--- config.mk ---
export PLATFORM = sky130hd
export DESIGN_NAME = axi4_lite_slave_regfile
export DESIGN_NICKNAME = d
export VERILOG_FILES = /design/src/rtl/axi4_lite_slave_regfile.sv
export SDC_FILE = /design/constraint.sdc
export NUM_CORES = 1
export LEC_CHECK = 0
export ABC_AREA = 1
export CAP_MARGIN = 20
export CORE_ASPECT_RATIO = 2
export CORE_MARGIN = 5
export CORE_UTILIZATION = 25
export DETAILED_ROUTE_END_ITERATION = 10
export PLACE_DENSITY = 0.53
export SLEW_MARGIN = 20
export SYNTH_ARGS = -nofsm -noshare
export SYNTH_HDL_FRONTEND = slang
export SYNTH_SLANG_ARGS = --single-unit
--- constraint.sdc ---
create_clock -name clk -period 2 [get_ports clk]
set_clock_uncertainty 0.05 [all_clocks]
set_input_delay 0.4 -clock clk [delete_from_list [all_inputs] [get_ports clk]]
set_output_delay 0.4 -clock clk [all_outputs]
set_load 0.1 [all_outputs]
--- src/rtl/axi4_lite_slave_regfile.sv ---
// AXI4-Lite responder with a bank of NUM_REGS read/write registers.
// The read and write channels run on independent two-state FSMs.
module axi4_lite_slave_regfile #(
    parameter int DATA_WIDTH = 32,
    parameter int ADDR_WIDTH = 32,
    parameter int NUM_REGS   = 8
) (
    input  logic                  clk,
    input  logic                  reset,
    input  logic                  awvalid,
    input  logic [ADDR_WIDTH-1:0] awaddr,
    output logic                  awready,
    input  logic                  wvalid,
    input  logic [DATA_WIDTH-1:0] wdata,
    output logic                  wready,
    output logic                  bvalid,
    output logic [1:0]            bresp,
    input  logic                  bready,
    input  logic                  arvalid,
    input  logic [ADDR_WIDTH-1:0] araddr,
    output logic                  arready,
    output logic                  rvalid,
    output logic [DATA_WIDTH-1:0] rdata,
    output logic [1:0]            rresp,
    input  logic                  rready
);
    localparam int IDX_W = $clog2(NUM_REGS);
    localparam logic [ADDR_WIDTH-1:0] LIMIT = ADDR_WIDTH'(NUM_REGS * 4);
    localparam logic [1:0] OKAY   = 2'b00;
    localparam logic [1:0] SLVERR = 2'b10;

    typedef enum logic {W_IDLE, W_RESP} w_state_e;
    typedef enum logic {R_IDLE, R_RESP} r_state_e;

    w_state_e              w_state_q, w_state_d;
    r_state_e              r_state_q, r_state_d;
    logic                  aw_held_q, aw_held_d;
    logic                  w_held_q, w_held_d;
    logic [ADDR_WIDTH-1:0] awaddr_q, awaddr_d;
    logic [DATA_WIDTH-1:0] wdata_q, wdata_d;
    logic                  awready_q, awready_d;
    logic                  wready_q, wready_d;
    logic                  bvalid_q, bvalid_d;
    logic [1:0]            bresp_q, bresp_d;
    logic                  arready_q, arready_d;
    logic                  rvalid_q, rvalid_d;
    logic [DATA_WIDTH-1:0] rdata_q, rdata_d;
    logic [1:0]            rresp_q, rresp_d;
    logic [DATA_WIDTH-1:0] regs_q [NUM_REGS];
    logic [DATA_WIDTH-1:0] regs_d [NUM_REGS];

    logic aw_hs, w_hs, ar_hs;

    function automatic logic addr_ok(input logic [ADDR_WIDTH-1:0] a);
        return (a[1:0] == 2'b00) && (a < LIMIT);
    endfunction

    function automatic logic [IDX_W-1:0] addr_idx(input logic [ADDR_WIDTH-1:0] a);
        return a[IDX_W+1:2];
    endfunction

    assign aw_hs = awvalid && awready_q;
    assign w_hs  = wvalid && wready_q;
    assign ar_hs = arvalid && arready_q;

    // Write channel: collect AW and W in any order, commit once both are held.
    always_comb begin
        w_state_d = w_state_q;
        aw_held_d = aw_held_q;
        w_held_d  = w_held_q;
        awaddr_d  = awaddr_q;
        wdata_d   = wdata_q;
        bvalid_d  = bvalid_q;
        bresp_d   = bresp_q;
        regs_d    = regs_q;
        unique case (w_state_q)
            W_IDLE: begin
                if (aw_hs) begin
                    aw_held_d = 1'b1;
                    awaddr_d  = awaddr;
                end
                if (w_hs) begin
                    w_held_d = 1'b1;
                    wdata_d  = wdata;
                end
                if (aw_held_d && w_held_d) begin
                    if (addr_ok(awaddr_d)) begin
                        regs_d[addr_idx(awaddr_d)] = wdata_d;
                    end
                    bresp_d   = addr_ok(awaddr_d) ? OKAY : SLVERR;
                    bvalid_d  = 1'b1;
                    w_state_d = W_RESP;
                end
            end
            W_RESP: begin
                if (bready) begin
                    bvalid_d  = 1'b0;
                    aw_held_d = 1'b0;
                    w_held_d  = 1'b0;
                    w_state_d = W_IDLE;
                end
            end
            default: ;
        endcase
        awready_d = (w_state_d == W_IDLE) && !aw_held_d;
        wready_d  = (w_state_d == W_IDLE) && !w_held_d;
    end

    // Read channel: capture on AR handshake, hold response until rready.
    always_comb begin
        r_state_d = r_state_q;
        rvalid_d  = rvalid_q;
        rdata_d   = rdata_q;
        rresp_d   = rresp_q;
        unique case (r_state_q)
            R_IDLE: begin
                if (ar_hs) begin
                    rdata_d   = addr_ok(araddr) ? regs_q[addr_idx(araddr)] : '0;
                    rresp_d   = addr_ok(araddr) ? OKAY : SLVERR;
                    rvalid_d  = 1'b1;
                    r_state_d = R_RESP;
                end
            end
            R_RESP: begin
                if (rready) begin
                    rvalid_d  = 1'b0;
                    r_state_d = R_IDLE;
                end
            end
            default: ;
        endcase
        arready_d = (r_state_d == R_IDLE);
    end

    // State, handshake and register-bank update.
    always_ff @(posedge clk or negedge reset) begin
        if (!reset) begin
            w_state_q <= W_IDLE;
            r_state_q <= R_IDLE;
            aw_held_q <= 1'b0;
            w_held_q  <= 1'b0;
            awaddr_q  <= '0;
            wdata_q   <= '0;
            awready_q <= 1'b0;
            wready_q  <= 1'b0;
            bvalid_q  <= 1'b0;
            bresp_q   <= OKAY;
            arready_q <= 1'b0;
            rvalid_q  <= 1'b0;
            rdata_q   <= '0;
            rresp_q   <= OKAY;
            for (int i = 0; i < NUM_REGS; i++) begin
                regs_q[i] <= '0;
            end
        end else begin
            w_state_q <= w_state_d;
            r_state_q <= r_state_d;
            aw_held_q <= aw_held_d;
            w_held_q  <= w_held_d;
            awaddr_q  <= awaddr_d;
            wdata_q   <= wdata_d;
            awready_q <= awready_d;
            wready_q  <= wready_d;
            bvalid_q  <= bvalid_d;
            bresp_q   <= bresp_d;
            arready_q <= arready_d;
            rvalid_q  <= rvalid_d;
            rdata_q   <= rdata_d;
            rresp_q   <= rresp_d;
            for (int i = 0; i < NUM_REGS; i++) begin
                regs_q[i] <= regs_d[i];
            end
        end
    end

    assign awready = awready_q;
    assign wready  = wready_q;
    assign bvalid  = bvalid_q;
    assign bresp   = bresp_q;
    assign arready = arready_q;
    assign rvalid  = rvalid_q;
    assign rdata   = rdata_q;
    assign rresp   = rresp_q;
endmodule

Yosys cells after proc, flatten, opt, wreduce, memory -nomap -nowiden. Cells that the tools add are included.

$lt $le $gt $ge: 5. Equality and inequality tests: 4. Multiplexer cells: 33. Bitwise gates (word level): 6. Reduce and logical (&&, ||, !) cells: 18.

Operator list (count): $bwmux 256 (1); $mux 32 (8); $bmux 32 s3 (1); $demux 32 s3 (1); $lt 32x6->1 const B (2); $mux 1 (14); $pmux 1 s2 (6); $logic_and 1x1->1 (9); $ge 4x4->1 const B (2); $ne 2x2->1 const B (4); $not 3->4 (2); $reduce_and 2->1 (4); $logic_not 2->1 (2); $lt 4x1->1 const B (1); $mux 2 (2); $not 1->1 (4); $reduce_and 3->1 (1); $logic_not 1->1 (2).

Register bits: 365. Bits of input ports: 103. Output and inout port bits: 41. Word-level logic and storage cells: 88.

Logic depth before layout (Yosys ltp).
Depth in word-level cells: 9. Gate-level depth with buffers: 14. Gate-level depth less buffers: 10.

Worst setup path before layout. No wires, ideal clock.

Kind: flip-flop to flip-flop. Start point: register awready_q (netlist: awready). End point: register regs_q[225] (netlist bit). Library setup time: 118 ps. Arrival: 2434 ps. Data required time: 1832 ps. Path slack: -601 ps. Cell stages (with the launch flop): 14. Path buffers: 4. Clock period less this slack: 2601 ps. Cell sequence: dfrtp_1 buf_4 nand2_8 buf_6 o21ai_1 nand2_1 nor2_1 nand2_1 nor2_2 buf_6 nand3_2 buf_2 nand2_1 nand2_1.

Cells in the longest elaborated chain, start to end: 9. Elaborated cells between the ends (all ways): 17. Those cells by class: order compare (3); mux (7); bitwise (1); reduce/logical (6).

RTL lines: from (decl) (line 41) `logic awready_q, awready_d;`; from (signal assigned) (line 162) `awready_q <= awready_d;`; $logic_and 1x1->1 * (line 62) `assign aw_hs = awvalid && awready_q;`; parallel branches: the longest is 8 deep, another holds $lt 32x6->1; to (signal, indexed assignment) (line 171) `regs_q[i] <= regs_d[i];`; to (decl) (line 49) `logic [DATA_WIDTH-1:0] regs_q [NUM_REGS];`.

Every way passes the cells marked *. The select of a mux whose other input is x is not followed. A chain may end at the register's enable or synchronous reset.

Final worst setup path.
Start point: register awready_q (netlist: awready). End point: register regs_q[165] (netlist bit).

The elaborated chain is that of the path after synthesis.

==> metrics.yaml <==
outcome: "finished with violations"
violations: "setup timing"
vias_per_cell: 4.73
place_congestion: 0.788
path_clk_slew_ns: 0.06
cts-root-buf: "clkbuf_16"
cp_top_family: "simple AND/OR/NAND/NOR gates"
vias: 17000
core_mm2: 0.0727
fin_area_mm2: 0.0240
path_class: "reg2reg"
grt_use_total_pct: 15.8
num_rows: 140
insertion_delay_ns: 0.56
r2r_start: "awready$_DFF_PN0_"
reg2reg_depth: 14
ant_nets: 0
finalMaxSlewViolations: 0
final-hold-violation-count: 0
r2r_slack_ns: -0.27
ys_types: 30
internal_power_uw: 15200
cp-start-kind: "register"
wirelength_um: 64700
io_pins: 144
clock_sinks: 363
setup_slack_ns: -0.273
async_flop_share_pct: 100
critPathMaxStageDelay_ns: 0.56
fin_nets: 2750
htreeDepth: 2
drt-initial-drc-count: 1222
place_ws_ns: -0.822
synth_edf_count: 0
syn_to_final_growth_pct: 31.4
ir_drop_mv: 1.05
initial_utilization_pct: 25.1
grt_max_degree: 69
synth-seq-cells: 363
layout_commonest_cell: "nand2_1"
power.density_mw_per_mm2: 1010
power_switching_uw: 9110
grt_setup_unrepaired: "true"
syn_area_mm2: 0.0183
dp_hpwl_um: 40800
fmax_ghz: 0.440
tightest_slew_ns: 0.744
worst_path_max_delay_cell: "dfrtp_4"
most-common-layout-cells: "nand2_1 (950), dfrtp_1 (360), nand4_1 (257)"
cts_buffer_depth: 3
drive_gt1_share_pct: 14.4
layoutNonFillerInstCount: 3598
endpoint_kind: "register"
path_buf_inv: 4
grt_overflow: 0
syn_inst: 2441
fin_crit_sh_pct: 114
yosysSeqAreaShare_pct: 49.7
crit_fanout: 8
yosysWarnings: 0
synthFlopType: "dfrtp_1"
hp-class: "in2async"
fin_crit_ns: 2.27
drc: 0
cp.arrival_ns: 2.66
maxSlewHeadroom_pct: 50.4
fp.dieH_um: 392
cap_violations: 0
numPortBuffers: 141
r2r_end: "regs_q[165]$_DFFE_PN0P_"
grt_pass1_wl_um: 99200
wl_per_cell_um: 18.0
antenna_found_initial: 4
setup_viol: 256
p_comb_share_pct: 33.7
switching_share_pct: 37.5
required_ns: 2.39
grt_pass1_vias: 17000
cts_made_buffers: 39
dieArea_mm2: 0.0789
die_x_um: 201
crit_chain: "nand2_8 -> buf_12 -> nand2_1 -> nand2_2 -> nand2_2 -> nor2_4 -> nand2_2 -> nor2_4 -> buf_12 -> buf_12 -> nand3_4 -> clkbuf_16 -> nand2_1 -> nand2_1"
p_leak_uw: 0.0124
dp_cells: 3501
tritoncts: "done"
seq_power_share_pct: 34.7
first_pass_iters: 5
placed_area_mm2: 0.0220
power_frac_clock_pct: 31.5
syn_avg_cell_area_um2: 7.48
power by group through the flow:
stage	Combinational (µW)	Clock, µW	Sequential [µW]
after floorplan	3770	0	8800
after global placement	7860	0	8530
after detailed placement	7930	0	8560
after CTS	8090	7900	8450
after global routing	8960	8100	8510
final	8210	7670	8440
synth_stat cells (2+ instances only):
library cell	number	area (µm²)
mux2i_1	2	20.0
o21ai_0	132	661
or2_2	2	12.5
clkbuf_1	91	342
buf_1	7	26.3
o21ai_1	16	80.1
nor3_1	3	15.0
inv_1	122	458
inv_2	2	7.51
a21oi_1	34	170
buf_4	48	360
buf_8	2	30.0
dfrtp_1	363	9080
nand2_1	971	3640
nor2_1	246	923
nand4_1	257	1610
buf_6	7	78.8
nor2_2	2	12.5
buf_2	37	185
nand3_1	81	405
o22ai_1	2	12.5
nand3_2	6	60.1
kinds of logic after synthesis:
logic type / share of synthesized area (%)
other: 0.0205
flip-flops: 49.7
AO/OA/AOI/OAI: 5.14
AND/OR/NAND/NOR: 36.9
multiplexers: 0.110
buffers and inverters: 8.14
cell type report:
class | count | area, µm²
diodes | 1 | 2.50
clock buffers | 51 | 1130
clock inverters | 17 | 200
fillers | 7698 | 48700
inverters | 124 | 467
multi-input cells | 1765 | 7930
flip-flops and latches | 363 | 9090
well taps | 923 | 1150
repair buffers | 354 | 4040
per-stage QoR:
| stage | hold slack (ns) | setup TNS (ns) | total power [µW] | utilization, % |
|---|---|---|---|---|
| 4_1_cts | 0.300 | -65.69 | 24400 | 32.5 |
| 2_1_floorplan | 0.0544 | -43.96 | 12600 | - |
| 3_5_place_dp | 0.270 | -213.56 | 16500 | 30.3 |
| 6_report | 0.292 | -57.60 | 24300 | 33.0 |
| 5_1_grt | 0.319 | -82.17 | 25600 | 33.0 |
| 3_3_place_gp | 0.271 | -209.50 | 16400 | 30.3 |
registers in the layout (all words and copies together) (netlist names), 32 cells and up:
| signal | flops |
|---|---|
| rdata | 32 |
| regs_q | 256 |
| awaddr_q | 32 |
| wdata_q | 32 |
metal layers:
metal / share of wire, % / GRT usage (%)
met4: 3.3 / 5.44
met2: 51 / 28.8
met5: 0.042 / 0
met3: 5.0 / 2.05
met1: 40 / 19.1
repair_timing:
item                       in CTS  in global routing
gates cloned                    5                  9
setup endpoints to repair     256                269
hold buffers                    1                  0
hold endpoints to repair       31                  0
pin swaps                       6                  3
resized for setup              28                 33
buffers inserted                7                  6
worst max path at each step:
stage / slack (ns) / cells past startpoint / end / start
global route: -0.37 / 14 / regs_q[243]$_DFFE_PN0P_ / awready$_DFF_PN0_
detailed placement: -0.82 / 12 / regs_q[152]$_DFFE_PN0P_ / awvalid
CTS: -0.30 / 14 / regs_q[253]$_DFFE_PN0P_ / awready$_DFF_PN0_
finish: -0.27 / 14 / regs_q[165]$_DFFE_PN0P_ / awready$_DFF_PN0_
global placement: -0.80 / 14 / regs_q[30]$_DFFE_PN0P_ / awvalid
floorplan: -0.18 / 14 / regs_q[225]$_DFFE_PN0P_ / awready$_DFF_PN0_
Note: power is estimated with default switching activity, not from simulation.
